## src/rtl/ram_4k_reader.sv

```systemverilog
// Sequential block reader for the 4K-word Hack RAM: streams `length` words from
// `base_addr` (12-bit wrap) and buffers the registered read latency in a small FIFO.
module ram_4k_reader #(
    parameter int READ_LATENCY = 1,
    parameter int DEPTH        = 4
) (
    input  logic        clk,
    input  logic        rst_n,
    input  logic        start,
    input  logic [11:0] base_addr,
    input  logic [12:0] length,
    output logic [11:0] mem_address,
    output logic        mem_load,
    output logic [15:0] mem_in,
    input  logic [15:0] mem_out,
    output logic [15:0] out_data,
    output logic        out_valid,
    input  logic        out_ready,
    output logic        busy,
    output logic        done
);

    localparam int PW = (DEPTH > 1) ? $clog2(DEPTH) : 1;
    localparam int CW = $clog2(DEPTH + READ_LATENCY + 2) + 1;

    typedef enum logic [1:0] {IDLE, ISSUE, DRAIN, DONE} state_t;

    state_t                  state_q;
    logic [11:0]             base_q;
    logic [11:0]             addr_q;
    logic [12:0]             len_q;
    logic [12:0]             issued_q;
    logic                    addr_vld_q;
    logic [READ_LATENCY-1:0] flight_q;
    logic                    busy_q;
    logic                    done_q;

    logic [15:0]             fifo_q [DEPTH];
    logic [PW-1:0]           wr_ptr_q;
    logic [PW-1:0]           rd_ptr_q;
    logic [CW-1:0]           count_q;

    logic                    push;
    logic                    pop;
    logic                    room;
    logic [CW-1:0]           inflight;

    function automatic logic [PW-1:0] ptr_inc(input logic [PW-1:0] p);
        return (p == PW'(DEPTH - 1)) ? '0 : p + 1'b1;
    endfunction

    // Reads on the bus or in the RAM pipeline; each one already owns a FIFO slot.
    always_comb begin
        inflight = CW'(addr_vld_q);
        for (int i = 0; i < READ_LATENCY; i++) begin
            inflight = inflight + CW'(flight_q[i]);
        end
    end

    assign push      = flight_q[READ_LATENCY-1];
    assign out_valid = (count_q != '0);
    assign pop       = out_valid & out_ready;
    assign room      = (count_q + inflight - CW'(pop)) < CW'(DEPTH);
    assign out_data  = out_valid ? fifo_q[rd_ptr_q] : 16'h0000;

    assign mem_address = addr_q;
    assign mem_load    = 1'b0;
    assign mem_in      = 16'h0000;
    assign busy        = busy_q;
    assign done        = done_q;

    always_ff @(posedge clk) begin
        if (push) begin
            fifo_q[wr_ptr_q] <= mem_out;
        end
    end

    always_ff @(posedge clk or negedge rst_n) begin
        if (!rst_n) begin
            flight_q <= '0;
            wr_ptr_q <= '0;
            rd_ptr_q <= '0;
            count_q  <= '0;
        end else begin
            flight_q[0] <= addr_vld_q;
            for (int i = 1; i < READ_LATENCY; i++) begin
                flight_q[i] <= flight_q[i-1];
            end
            if (push) begin
                wr_ptr_q <= ptr_inc(wr_ptr_q);
            end
            if (pop) begin
                rd_ptr_q <= ptr_inc(rd_ptr_q);
            end
            count_q <= count_q + CW'(push) - CW'(pop);
        end
    end

    // The start edge itself issues the first read so data is ready two edges later.
    always_ff @(posedge clk or negedge rst_n) begin
        if (!rst_n) begin
            state_q    <= IDLE;
            base_q     <= '0;
            addr_q     <= '0;
            len_q      <= '0;
            issued_q   <= '0;
            addr_vld_q <= 1'b0;
            busy_q     <= 1'b0;
            done_q     <= 1'b0;
        end else begin
            addr_vld_q <= 1'b0;
            done_q     <= 1'b0;
            case (state_q)
                IDLE: begin
                    if (start) begin
                        if (length == 13'd0) begin
                            state_q <= DONE;
                            done_q  <= 1'b1;
                        end else begin
                            base_q     <= base_addr;
                            len_q      <= length;
                            addr_q     <= base_addr;
                            addr_vld_q <= 1'b1;
                            issued_q   <= 13'd1;
                            busy_q     <= 1'b1;
                            state_q    <= (length == 13'd1) ? DRAIN : ISSUE;
                        end
                    end
                end
                ISSUE: begin
                    if (room) begin
                        addr_q     <= base_q + issued_q[11:0];
                        addr_vld_q <= 1'b1;
                        issued_q   <= issued_q + 13'd1;
                        if (issued_q + 13'd1 == len_q) begin
                            state_q <= DRAIN;
                        end
                    end
                end
                DRAIN: begin
                    // Finish on the edge that pops the final word.
                    if (inflight == '0 && count_q == CW'(pop)) begin
                        state_q <= DONE;
                        done_q  <= 1'b1;
                        busy_q  <= 1'b0;
                    end
                end
                DONE: begin
                    state_q <= IDLE;
                end
                default: begin
                    state_q <= IDLE;
                end
            endcase
        end
    end

endmodule

```

## config.mk

```make
export PLATFORM = sky130hd
export DESIGN_NAME = ram_4k_reader
export DESIGN_NICKNAME = d
export VERILOG_FILES = /design/src/rtl/ram_4k_reader.sv
export SDC_FILE = /design/constraint.sdc
export NUM_CORES = 1
export LEC_CHECK = 0
export CORE_ASPECT_RATIO = 2
export CORE_UTILIZATION = 40
export CTS_CLUSTER_DIAMETER = 80
export DETAILED_ROUTE_END_ITERATION = 10
export SETUP_SLACK_MARGIN = 0.3
export SYNTH_ARGS = -nofsm -noshare
export SYNTH_HDL_FRONTEND = slang
export SYNTH_SLANG_ARGS = --single-unit
```

## constraint.sdc

```tcl
create_clock -name clk -period 7.2 [get_ports clk]
set_clock_uncertainty 0.05 [all_clocks]
set_input_delay 1.44 -clock clk [delete_from_list [all_inputs] [get_ports clk]]
set_output_delay 1.44 -clock clk [all_outputs]
set_load 0.02 [all_outputs]
```

Word-level counts from Yosys, hierarchy flattened
Memories as Yosys holds them, arrays and structs flattened.
Index checks and enable logic that the tools add are counted.
Widths: inputs -> output; s select.
{"block": "classes", "n_addsub": 9, "magnitude_cmp": 1, "n_eq_ne": 13, "muxes": 32, "bitwise_logic": 2, "n_reduce_logical": 11}
{"op": "$mux 13", "count": 3}
{"op": "$mux 12", "count": 3}
{"op": "$pmux 13 s2", "count": 1}
{"op": "$pmux 12 s2", "count": 1}
{"op": "$mux 16", "count": 1}
{"op": "$mux 2", "count": 8}
{"op": "$add 13x1->13 const B", "count": 1}
{"op": "$eq 13x1->1 const B", "count": 1}
{"op": "$eq 13x13->1", "count": 1}
{"op": "$logic_not 13->1", "count": 1}
{"op": "$add 12x12->12", "count": 1}
{"op": "$reduce_and 4->1", "count": 3}
{"op": "$mux 1", "count": 11}
{"op": "$ne 2x2->1 const B", "count": 5}
{"op": "$eq 2x2->1 const B", "count": 4}
{"op": "$pmux 2 s4", "count": 1}
{"op": "$sub 4x1->4", "count": 2}
{"op": "$pmux 1 s2", "count": 3}
{"op": "$add 2x1->2 const B", "count": 2}
{"op": "$add 4x1->4", "count": 1}
{"op": "$add 4x2->4", "count": 1}
{"op": "$eq 4x1->1", "count": 1}
{"op": "$logic_not 4->1", "count": 1}
{"op": "$lt 4x3->1 const B", "count": 1}
{"op": "9 further kinds", "count": 10}
{"block": "totals", "register_bits": 64, "mem_bits_rw": 64, "in_bits": 45, "wordCells": 81, "mem_count": 1}
{"name": "fifo_q", "depth": 4, "width": 16, "rd": 1, "rd_clocked_by_memory_dff": 0, "wr": 1, "line": "38", "rtl": "logic [15:0] fifo_q [DEPTH];"}

Depth between registers and ports, before layout
Gate-level depths: netlist (run 1).
{"block": "logic_depth", "depth_word": 6, "depth_mapped": 15, "ltp_nobuf": 14}

Worst setup path before layout (run 1)
Ideal clock, no wire load.
{"block": "synth_timing", "path_type": "input-to-reg", "from": "input port out_ready", "to": "register addr_q[9], in the netlist mem_address[9]", "setup_ns": 0.126, "t_arrival_ns": 3.308, "t_required_ns": 7.024, "setup_slack_ns": 3.716, "stages": 11, "path_cell_list": "nand2_1 inv_1 ha_1 inv_1 ha_1 or4b_1 a21oi_2 o32ai_1 buf_6 a21o_1 o32a_1"}
{"block": "synth_via", "elab_chain_len": 5}
{"element": "from (decl)", "line": "18", "rtl": "input logic out_ready,"}
{"element": "$and 1x1->1", "line": "62", "rtl": "assign pop = out_valid & out_ready;"}
{"element": "net pop", "line": "44", "rtl": "logic pop;"}
{"element": "$sub 4x1->4", "line": "63", "rtl": "assign room = (count_q + inflight - CW'(pop)) < CW'(DEPTH);"}
{"element": "$lt 4x3->1", "line": "63"}
{"element": "$ne 2x2->1 (no line)"}
{"element": "$reduce_and 4->1 (no line)"}
{"element": "to (signal assigned)", "line": "122", "rtl": "addr_q <= base_addr;"}
{"element": "to (signal assigned)", "line": "132", "rtl": "addr_q <= base_q + issued_q[11:0];"}
{"element": "to (decl)", "line": "30", "rtl": "logic [11:0] addr_q;"}
The timed path passes the listed nets, and every way through them passes these cells.
A chain may end at the register's enable or synchronous reset.

Final worst setup path (run 1)
{"block": "layout_timing", "from": "register rd_ptr_q[0]", "to": "output port out_data[12]"}
{"block": "layout_via", "elab_chain_len": 2}
{"element": "from (decl)", "line": "40", "rtl": "logic [PW-1:0] rd_ptr_q;"}
{"element": "from (signal assigned)", "line": "93", "rtl": "rd_ptr_q <= ptr_inc(rd_ptr_q);"}
{"element": "$mem_v2 4x16"}
{"element": "$mux 16", "line": "64", "rtl": "assign out_data = out_valid ? fifo_q[rd_ptr_q] : 16'h0000;"}
{"element": "to (decl)", "line": "16", "rtl": "output logic [15:0] out_data,"}
No other way between the ends.

==> results.ini, run 1 <==
[placement]
hpwlAfterDp_um = 10550
io_buffers = 75
gp_congestion = 0.8299
postPlaceCellArea_um2 = 7406

[timing]
setup_violations = 0
fin_crit_sh_pct = 59.88
min_period_ns = 4.312
setup_tns_ns = 0
hold_viol_final = 0
rsz0062_at_grt = no
max_freq_mhz = 231.9
maxSlewHeadroom_pct = 24.10
worstMarginPinSlew_ns = 1.138
drv_slew = 0
holdWs_ns = 0.3495

[critical_path]
crit_start = rd_ptr_q[0]$_DFFE_PN0P_
timing.rr.start = count_q[2]$_DFF_PN0_
cp.arrival_ns = 2.82
reg2reg_depth = 14
crit_fanout = 19
criticalPathCategory = flop to output port
slowest_stage = dfrtp_1
critPathLaunchType = flop
cp_data_required_time_ns = 5.71
regToRegSetupSlack_ns = 3.57
path_cells = mux4_2 -> and2_1 -> clkdlybuf4s50_1
end_kind = output port
max_stage_delay_ns = 1.10
r2r_end = issued_q[4]$_DFFE_PN0P_

[cells_and_area]
fillerInstances = 1414
drive_gt1_share_pct = 14.80
stdcell_area_um2 = 7974
syn_to_final_growth_pct = 22.42
antennaDiodeCount = 0
nets = 680
final_cell_mix = 74 x clkdlybuf4s50_1, 64 x dfrtp_1, 64 x edfxtp_1, 33 x inv_1, 33 x nand2_1
final_common_cell = clkdlybuf4s50_1

[clock_network]
cts_setup_buffers = 0
cts_made_buffers = 17
path_clk_slew_ns = 0.06
postCtsHoldBufs = 0
cts_tree = yes
clock_path_buffers = 2
htreeDepth = 4
worstSkewPairLatency_ns = 0.42
clock_sinks = 128
clock-root-buffer = clkbuf_16
cts-resized-gates = 0

[yosys]
syn_inst = 522
synthSimpleGateAreaFrac_pct = 10.64
netlist_area_um2 = 6514
yosys.cell_types.count = 61
synth_fa_ha_area_share_pct = 6.569
synth.avg_cell_area_um2 = 12.48
synth_top_family_by_area = multiplexers
synth_compound_area_share_pct = 8.625
ys_async_sr_fraction_pct = 50.00
ys_seq_elements = 128
synth-xor-area-share_pct = 3.362
ys_seq_area_share_pct = 54.09
synthFlopType = edfxtp_1
synth_edf_count = 64
synthMuxAreaShare_pct = 11.41
yosysWarnings = 0

[floorplanning]
num_rows = 65
die_w_um = 92.24
die_h_um = 182.5
fp.coreArea_um2 = 15860
start_util_pct = 41.07
ios = 93
dieArea_um2 = 16830

[power_and_ir_drop]
p_leak_nw = 3.164
powerDensity_nw_per_um2 = 434.3
ir_drop_v = 0.0002052

[drt]
firstDrtPassIters = 4
via_per_inst = 5.368
wire_per_inst_um = 17.79
drt-total-wl_um = 14520
vias = 4380
route.detailed.drc = 0
ant_nets = 0
drt-initial-drc-count = 139

[flow_run]
maxCapViolCount = 0

[global_route]
grt_util_all_layers_pct = 18.21
grt_pass1_wl_um = 23200
grt_max_degree = 65
antenna_found_initial = 0
overflow = 0
grt_pass1_vias = 4614

[worst_hold_path]
worstHoldEndpoint = flight_q$_DFF_PN0_
hold_depth = 0
hold_path.class = flop to flop
min_from = addr_vld_q$_DFF_PN0_

[status]
status = finished, final reports clean

## flip-flops by register name, indices dropped and copies added, names as in the netlist
signal       flops
mem_address     12
fifo_q          64
count_q          4
state_q          2
addr_vld_q       1
done             1
base_q          12
issued_q        13
flight_q         1
len_q           13
wr_ptr_q         2
busy             1
rd_ptr_q         2
## Yosys cell counts, types with 2 or more instances
master     number  area share, %
a21o_1          6           0.69
a21oi_1        20            1.5
a31oi_1         2           0.19
a41oi_1         3           0.40
and2_1         22            2.1
and3_1          5           0.48
and4_1          2           0.27
buf_2           9           0.69
buf_4          18            2.1
clkbuf_1        7           0.40
dfrtp_1        64             25
edfxtp_1       64             30
fa_1            2           0.61
ha_1           31            6.0
inv_1          33            1.9
mux2_2         26            4.5
mux2i_1         9            1.4
mux4_2         16            5.5
nand2_1        33            1.9
nand2b_1        2           0.19
nand3_1        13            1.0
nand4_1         6           0.58
nor2_1         15           0.86
nor2b_1         2           0.19
nor3_1          5           0.38
nor4_1          5           0.48
o2111ai_1       2           0.27
o211ai_1        2           0.23
o21a_1          2           0.23
o21ai_0        23            1.8
o21ai_1        10           0.77
o31ai_1         5           0.58
o32ai_1         2           0.27
or3_1           4           0.38
or4_1           2           0.23
or4b_1          2           0.31
xnor2_1        14            1.9
xor2_1         11            1.5
## stage by stage
stage / power, W / setup slack (ns) / std cells / utilization [%]
floorplan: 0.002179 / 3.716 / 538 / -
global placement: 0.002638 / 2.876 / 784 / 46.70
detailed placement: 0.002675 / 2.841 / 784 / 46.70
CTS: 0.003508 / 2.789 / 816 / 50.28
global route: 0.003695 / 2.689 / 816 / 50.28
finish: 0.003463 / 2.888 / 816 / 50.28
## worst max-delay path by stage
stage	endpoint
6_report	out_data[12]
5_1_grt	out_data[12]
4_1_cts	out_data[12]
3_5_place_dp	issued_q[4]$_DFFE_PN0P_
3_3_place_gp	issued_q[4]$_DFFE_PN0P_
2_1_floorplan	mem_address[9]$_DFFE_PN0P_
## cell type report
type	count	area, um^2	area share [%]
Timing Repair Buffer	80	783.3	9.823
Multi-Input combinational cell	342	2724	34.16
Tap cell	201	251.5	3.154
Clock buffer	17	425.4	5.335
Sequential cell	128	3523	44.19
Clock inverter	15	142.6	1.789
Inverter	33	123.9	1.553
## cells by family after synthesis
kind of cell / Yosys count
other: 1
adder cells (fa/ha/maj): 33
XOR/XNOR: 25
AO/OA/AOI/OAI: 88
flip-flops: 128
AND/OR/NAND/NOR: 128
multiplexers: 51
buffers and inverters: 68
## report_power, final
group | internal, W | switching [W] | leakage, nW | total (W)
Clock | 0.000458 | 0.000365 | 0.271 | 0.000823
Combinational | 0.000710 | 0.000765 | 1.53 | 0.00148
Sequential | 0.000986 | 0.000179 | 1.36 | 0.00116
Total | 0.00215 | 0.00131 | 3.16 | 0.00346
## routing by layer
layer / global-route usage [%] / wire [um]
met2: 35.40 / 8480
met1: 17.40 / 5041
met3: 3.583 / 385
met4: 9.688 / 613
met5: 0 / 0
## worst max-delay path, delay by kind of cell (launching register included)
family / cells / cell delay (ns)
muxes: 1 / 0.61
DFF: 1 / 1.10
buffers and inverters: 1 / 0.53
and+or+nand+nor: 1 / 0.17
Note: power is estimated with default switching activity, not from simulation.
==> inputs of run 2 (changes only) <==
==> constraint.sdc (replaced) <==
create_clock -name clk -period 3.9 [get_ports clk]
set_clock_uncertainty 0.05 [all_clocks]
set_input_delay 0.78 -clock clk [delete_from_list [all_inputs] [get_ports clk]]
set_output_delay 0.78 -clock clk [all_outputs]
set_load 0.02 [all_outputs]
==> results.ini, run 2 (synthesis results as in run 1) <==
[timing]
fin_ws_ns = 0.5890  ; -2.299 ns
rsz0062_at_grt = no
maxSlewHeadroom_pct = 33.04  ; +8.9 points
setup_violations = 0  ; unchanged
drv_slew = 0  ; unchanged
setup_tns_ns = 0  ; unchanged
min_period_ns = 3.311
max_freq_mhz = 302.0
fin_crit_sh_pct = 84.90
hold_viol_final = 0  ; unchanged
worstMarginPinSlew_ns = 1.004  ; -0.1341 ns

[placement]
hpwlAfterDp_um = 10700  ; +1.4%
place_ws_ns = 0.1635  ; -2.678 ns
gp_congestion = 0.8171  ; -1.5%
io_buffers = 75  ; unchanged
postPlaceCellArea_um2 = 7448  ; +0.57%

[power_and_ir_drop]
p_sw_share_pct = 36.96  ; -0.85 points
p_comb_share_pct = 43.2  ; +0.6 points
ir_drop_v = 0.0004939  ; +140%
powerDensity_nw_per_um2 = 808.4  ; +86%
p_switching_w = 0.002400  ; +83%
finalPower_w = 0.006494  ; +88%
p_leak_nw = 3.195  ; +0.99%
p_clk_share_pct = 24.2  ; +0.4 points
seqPwrFrac_pct = 32.7  ; -0.9 points
internal_power_w = 0.004094  ; +90%

[cells_and_area]
drive_gt1_share_pct = 15.51  ; +0.71 points
final_cell_mix = 74 x clkdlybuf4s50_1, 64 x edfxtp_1, 63 x dfrtp_1, 33 x inv_1, 33 x nand2_1
reg_top3 = fifo_q x64, issued_q x13, len_q x13
antennaDiodeCount = 0  ; unchanged
stdcell_area_um2 = 8034  ; +0.75%
top_register = fifo_q
nets = 684  ; +0.59%
largest_reg_flops = 64  ; unchanged
syn_to_final_growth_pct = 23.34
fillerInstances = 1438  ; +1.7%
final_common_cell = clkdlybuf4s50_1

[drt]
drt-initial-drc-count = 158  ; +14%
drt-total-wl_um = 14620  ; +0.71%
ant_nets = 0  ; unchanged
route.detailed.drc = 0  ; unchanged
vias = 4383  ; +0.068%
wire_per_inst_um = 17.83  ; +0.22%
firstDrtPassIters = 4  ; unchanged
via_per_inst = 5.345  ; -0.42%

[floorplanning]
die_w_um = 92.24  ; unchanged
fp.coreArea_um2 = 15860  ; unchanged
start_util_pct = 41.07  ; unchanged
die_h_um = 182.5  ; unchanged
dieArea_um2 = 16830  ; unchanged
num_rows = 65  ; unchanged
ios = 93  ; unchanged

[critical_path]
criticalPathCategory = input port to flop
regToRegSetupSlack_ns = 0.61  ; -2.96 ns
path_cells = clkdlybuf4s50_1 -> nand2_1 -> inv_1 -> ha_1 -> inv_1 -> ha_1 -> and3b_1 -> o211a_1 -> o32ai_2 -> buf_12 -> a21oi_1 -> a31oi_1
cp_top_family = compound AO/OA/AOI/OAI gates
critical_path_buf_inv_count = 4  ; +3
slowest_stage = o32ai_2
cp_data_required_time_ns = 4.18  ; -1.53 ns
critPathLaunchType = input port
max_stage_delay_ns = 0.82  ; -0.28 ns
critical_path_depth = 12  ; +9
crit_fanout = 15  ; -4
timing.rr.start = count_q[2]$_DFF_PN0_
reg2reg_depth = 14  ; unchanged
cp.arrival_ns = 3.59  ; +0.77 ns
r2r_end = mem_address[8]$_DFFE_PN0P_
end_kind = flop

[clock_network]
cts_setup_buffers = 0  ; unchanged
clock-root-buffer = clkbuf_16
cts_made_buffers = 17  ; unchanged
clock_path_buffers = 2  ; unchanged
cts_tree = yes
path_clk_slew_ns = 0.07  ; about the same
clock_sinks = 128  ; unchanged
worstSkewPairLatency_ns = 0.41  ; about the same
htreeDepth = 4  ; unchanged

[worst_hold_path]
hold_path.class = input port to async pin

[global_route]
grt_pass1_wl_um = 23460  ; +1.1%
overflow = 0  ; unchanged
grt_max_degree = 39  ; -40%
grt_util_all_layers_pct = 18.40  ; +0.18 points
grt_pass1_vias = 4726  ; +2.4%
antenna_found_initial = 0  ; unchanged

[flow_run]
maxCapViolCount = 0  ; unchanged

[status]
status = finished, final reports clean

## run 2: changes by cell type in the layout (fill, tap and decap cells not counted), sizes merged
cell	before	now
buf	6	10
clkbuf	17	18
inv	43	41
bufinv	0	1
## run 2: cell type report
cell class | count | area (um^2) | area share (%)
Sequential cell | 128 | 3525 | 43.87
Clock buffer | 18 | 439.2 | 5.466
Timing Repair Buffer | 84 | 825.8 | 10.28
Tap cell | 201 | 251.5 | 3.130
Multi-Input combinational cell | 342 | 2724 | 33.90
Inverter | 33 | 123.9 | 1.542
Clock inverter | 14 | 145.1 | 1.807
## run 2: worst max-delay path by stage
stage / to / startpoint
after floorplan: mem_address[9]$_DFFE_PN0P_ / out_ready
after global placement: issued_q[3]$_DFFE_PN0P_ / out_ready
after detailed placement: mem_address[8]$_DFFE_PN0P_ / out_ready
after CTS: out_data[10] / rd_ptr_q[0]$_DFFE_PN0P_
after global routing: mem_address[5]$_DFFE_PN0P_ / count_q[2]$_DFF_PN0_
final: mem_address[8]$_DFFE_PN0P_ / out_ready
## run 2: timing repair
item | CTS | global route
hold buffers | 0 | 0
endpoints found under the setup margin | 0 | 4
resized for setup | 0 | 1
## run 2: power by group through the flow
stage | registers [W] | clock network (W) | logic (W)
detailed placement | 0.00215 | 0 | 0.00283
CTS | 0.00213 | 0.00160 | 0.00284
floorplan | 0.00208 | 0 | 0.00194
global placement | 0.00214 | 0 | 0.00278
global route | 0.00217 | 0.00166 | 0.00309
finish | 0.00212 | 0.00157 | 0.00280
## run 2: routing by layer
metal	global-route usage [%]	vias up	share of wire, %
met3	3.542	25	2.7
met2	36.51	100	59
met1	17.43	2205	35
li1	-	2053	-
met5	0	-	0
met4	8.688	0	2.6
## run 2: metrics by stage
step | hold slack [ns] | cells | util (%)
6_report | 0.3307 | 820 | 50.66
3_3_place_gp | 0.3351 | 788 | 46.97
2_1_floorplan | 0.3298 | 538 | -
5_1_grt | 0.3578 | 820 | 50.66
4_1_cts | 0.3321 | 820 | 50.65
3_5_place_dp | 0.3450 | 788 | 46.97
==> patch 1 (settings of run 2) <==
The 4 states of `state_t` get a Gray code encoding in 2 bits.
--- a/src/rtl/ram_4k_reader.sv
+++ b/src/rtl/ram_4k_reader.sv
@@ -23,7 +23,7 @@
     localparam int PW = (DEPTH > 1) ? $clog2(DEPTH) : 1;
     localparam int CW = $clog2(DEPTH + READ_LATENCY + 2) + 1;
 
-    typedef enum logic [1:0] {IDLE, ISSUE, DRAIN, DONE} state_t;
+    typedef enum logic [1:0] {IDLE = 2'b00, ISSUE = 2'b01, DRAIN = 2'b11, DONE = 2'b10} state_t;
 
     state_t                  state_q;
     logic [11:0]             base_q;
Formal check against the unedited RTL: no difference found for any inputs over 4 cycles, from zero or initial values and one cycle with rst_n low; so few cycles prove little.
==> patch 1 against run 2 <==
Synthesized cell count grew 4.2%; final cell count grew 3.3%; cell area grew 1.9%; sequential cell count is the same; wire length shrank 0.39%; critical path depth grew 5; die area grew 1.8%; area after synthesis grew 1.8%; largest power group unchanged; global-route usage grew 0.17 points; worst hold slack gained 25 ps; total power grew 1.4%; setup slack lost 17 ps; non-clock buffer count grew 4.
==> patch 1: results (changes against run 2) <==
status=finished clean (unchanged); met2 usage=0.364 (was 0.365); met1 usage=0.171 (was 0.174); R2R Setup Slk=570 ps (was 610 ps); Vias/cell=5.30 (was 5.35); DRT met1 WL=5.06 mm (was 5.16 mm); worst hold margin=356 ps (was 331 ps); Slew HR=0.402 (was 0.330); CP max FO=21 (was 15); Crit Path Class=reg -> reg (was in -> reg); LEAKAGE=3.22 nW (was 3.20 nW); routed wl met3=549 um (was 401 um); GRT met3 Usage=0.0446 (was 0.0354); all-layer global routing usage=0.186 (was 0.184); register area share after synthesis=0.531 (was 0.541); Synth area leaders=edfxtp_1 (29%), dfrtp_1 (24%), ha_1 (5.8%) (was edfxtp_1 (30%), dfrtp_1 (25%), ha_1 (6.0%)); Crit path max-delay family=simple AND/OR/NAND/NOR gates (was compound AO/OA/AOI/OAI gates); CP endpoint=issued_q[8] (was mem_address[8]); Avg Cell Area, Syn=12.2 um2 (was 12.5 um2); Power Dens Cells=804 nW/um2 (was 808 nW/um2); FF-to-FF path depth=17 (was 14); Area after DPL=7570 um2 (was 7450 um2); complex-gate fraction of the synthesized area=0.0906 (was 0.0862); post-synthesis mux area share=0.114 (about the same); layout cells sized above 1=0.154 (was 0.155); nets=708 (was 684); Non-Filler Instances=847 (was 820)
==> patch 1: cell types whose count changed in the layout (fill, tap and decap cells not counted), moves of 3 or more <==
cell / run 2 / this run
a21oi_1: 20 / 29
and3_1: 5 / 2
inv_1: 33 / 27
inv_6: 6 / 1
nor3_1: 5 / 16
o21ai_0: 23 / 20
nand2_1: 33 / 47
nor2_1: 15 / 18
buf_4: 8 / 11
clkinv_2: 0 / 3
==> patch 1: area by class of cell <==
cell class / count / area [um2]
flip-flops and latches: 128 / 3520
multi-input cells: 368 / 2850
repair buffers: 88 / 873
fillers: 1456 / 8080
inverters: 27 / 101
clock inverters: 13 / 140
well taps: 204 / 255
clock buffers: 19 / 443
==> patch 1: power by group <==
part	switching, mW	leakage [nW]	internal (mW)	total [mW]
clock	0.589	0.275	0.956	1.55
sequential	0.302	1.37	1.82	2.12
combinational	1.50	1.58	1.43	2.92
total	2.39	3.22	4.20	6.59
==> patch 2 (flow settings as in run 2) <==
Made on the original files. Change the parameter `READ_LATENCY` from 1 to 2.
--- a/src/rtl/ram_4k_reader.sv
+++ b/src/rtl/ram_4k_reader.sv
@@ -1,7 +1,7 @@
 // Sequential block reader for the 4K-word Hack RAM: streams `length` words from
 // `base_addr` (12-bit wrap) and buffers the registered read latency in a small FIFO.
 module ram_4k_reader #(
-    parameter int READ_LATENCY = 1,
+    parameter int READ_LATENCY = 2,
     parameter int DEPTH        = 4
 ) (
     input  logic        clk,
Formal check against the unedited RTL: not equivalent (Yosys sat finds a counterexample within 4 cycles, from zero or initial values and one cycle with rst_n low).
==> patch 2 against run 2 <==
Cell area down 0.16%; sequential cell count increased by 1; fmax increased by 2.7%; die area rose by 0.32%; area after synthesis increased by 0.33%; setup slack gained 87 ps; total power rose by 1.8%; via count decreased by 2.2%; sequential power is 3% higher; wire length decreased by 0.11%; register-to-register slack gained 80 ps; highest routed layer unchanged.
==> patch 2: results (changes against run 2) <==
CP endpoint=out_data[13] (was mem_address[8]); nets=678 (was 684); first-pass GRT wire length=23.5 mm (about the same); Critical Path Source=rd_ptr_q[0] (was out_ready); HPWL Detailed=10.8 mm (was 10.7 mm); DRT met1 WL=5.03 mm (was 5.16 mm); Synth area leaders=edfxtp_1 (29%), dfrtp_1 (25%), mux4_2 (5.5%) (was edfxtp_1 (30%), dfrtp_1 (25%), ha_1 (6.0%)); WL/cell=17.9 um (was 17.8 um); Logic pwr share=0.435 (was 0.432); Final Wtd Congestion=0.853 (was 0.817); complex-gate fraction of the synthesized area=0.0869 (was 0.0862); Async SR Flop Fraction=0.504 (was 0.500); Most used DFF post-synth=dfrtp_1 (was edfxtp_1); metal2 WL=8.54 mm (was 8.68 mm); CP max FO=16 (was 15); Synth Area in XOR/XNOR=0.0375 (was 0.0336); Worst EP arrival=2390 ps (was 3590 ps); post-synthesis mux area share=0.114 (about the same); register area share after synthesis=0.543 (was 0.541); VDD IR-drop max=0.349 mV (was 0.494 mV); Unique masters post-synth=60 (was 61); all-layer global routing usage=0.187 (was 0.184); layout cells sized above 1=0.151 (was 0.155); min Tclk post-route=3220 ps (was 3310 ps); Crit path max-delay family=buffers and inverters (was compound AO/OA/AOI/OAI gates); CP max stage delay=530 ps (was 820 ps); CTS root buffer=clkbuf_16 (unchanged); Switch Pwr=2.38 mW (was 2.40 mW); crit path max-delay cell type=mux4_2 (was o32ai_2); total number of vias=4,285 (was 4,383); Synth top cells by count=dfrtp_1 (65), edfxtp_1 (64), nand2_1 (54), o21ai_0 (30), ha_1 (27) (was dfrtp_1 (64), edfxtp_1 (64), inv_1 (33), nand2_1 (33), ha_1 (31)); synthesized-area fraction occupied by adder cells=0.0609 (was 0.0657); setup TNS=0 ps (unchanged); R2R Setup Slk=690 ps (was 610 ps); LEAKAGE=3.23 nW (was 3.20 nW); vias in the first global route=4,627 (was 4,726); Internal Power=4.23 mW (was 4.09 mW); worst-margin pin slew=922 ps (was 1000 ps); Power Clock=1.56 mW; DP Cell Count=785 (was 788); WL final=14.6 mm (about the same); FF-to-FF path depth=10 (was 14); largest net degree at the start of global routing=32 (was 39); Reg-to-Reg Start=flight_q[1] (was count_q[2]); Detailed Route Iter0 Violations=125 (was 158); status=finished clean (unchanged); FF-to-FF End=issued_q[9] (was mem_address[8])
## patch 2: cell types whose count changed in the layout (fill, tap and decap cells not counted), sizes merged, moves of 4 or more
cell	before	now
ha	31	27
inv	41	20
clkinv	2	10
a21oi	21	10
a41oi	4	0
nand2	34	55
## patch 2: area by class of cell
| class | instances | area (um2) |
|---|---|---|
| inverters | 20 | 75.1 |
| clock buffers | 19 | 443 |
| well taps | 201 | 251 |
| multi-input cells | 351 | 2740 |
| clock inverters | 13 | 139 |
| fillers | 1442 | 7840 |
| flip-flops and latches | 129 | 3550 |
| repair buffers | 84 | 826 |
## patch 2: per-layer routing
| metal | vias to the layer above | global-route usage |
|---|---|---|
| li1 | 2035 | - |
| met2 | 100 | 0.357 |
| met3 | 37 | 0.0386 |
| met1 | 2113 | 0.179 |
| met5 | - | 0 |
| met4 | 0 | 0.106 |
## patch 2: per-stage QoR
step	hold WS, ps	cell area (um2)
after floorplan	304	6600
final	231	8020
after CTS	218	8020
after detailed placement	314	7440
after global placement	310	7440
after global routing	242	8020
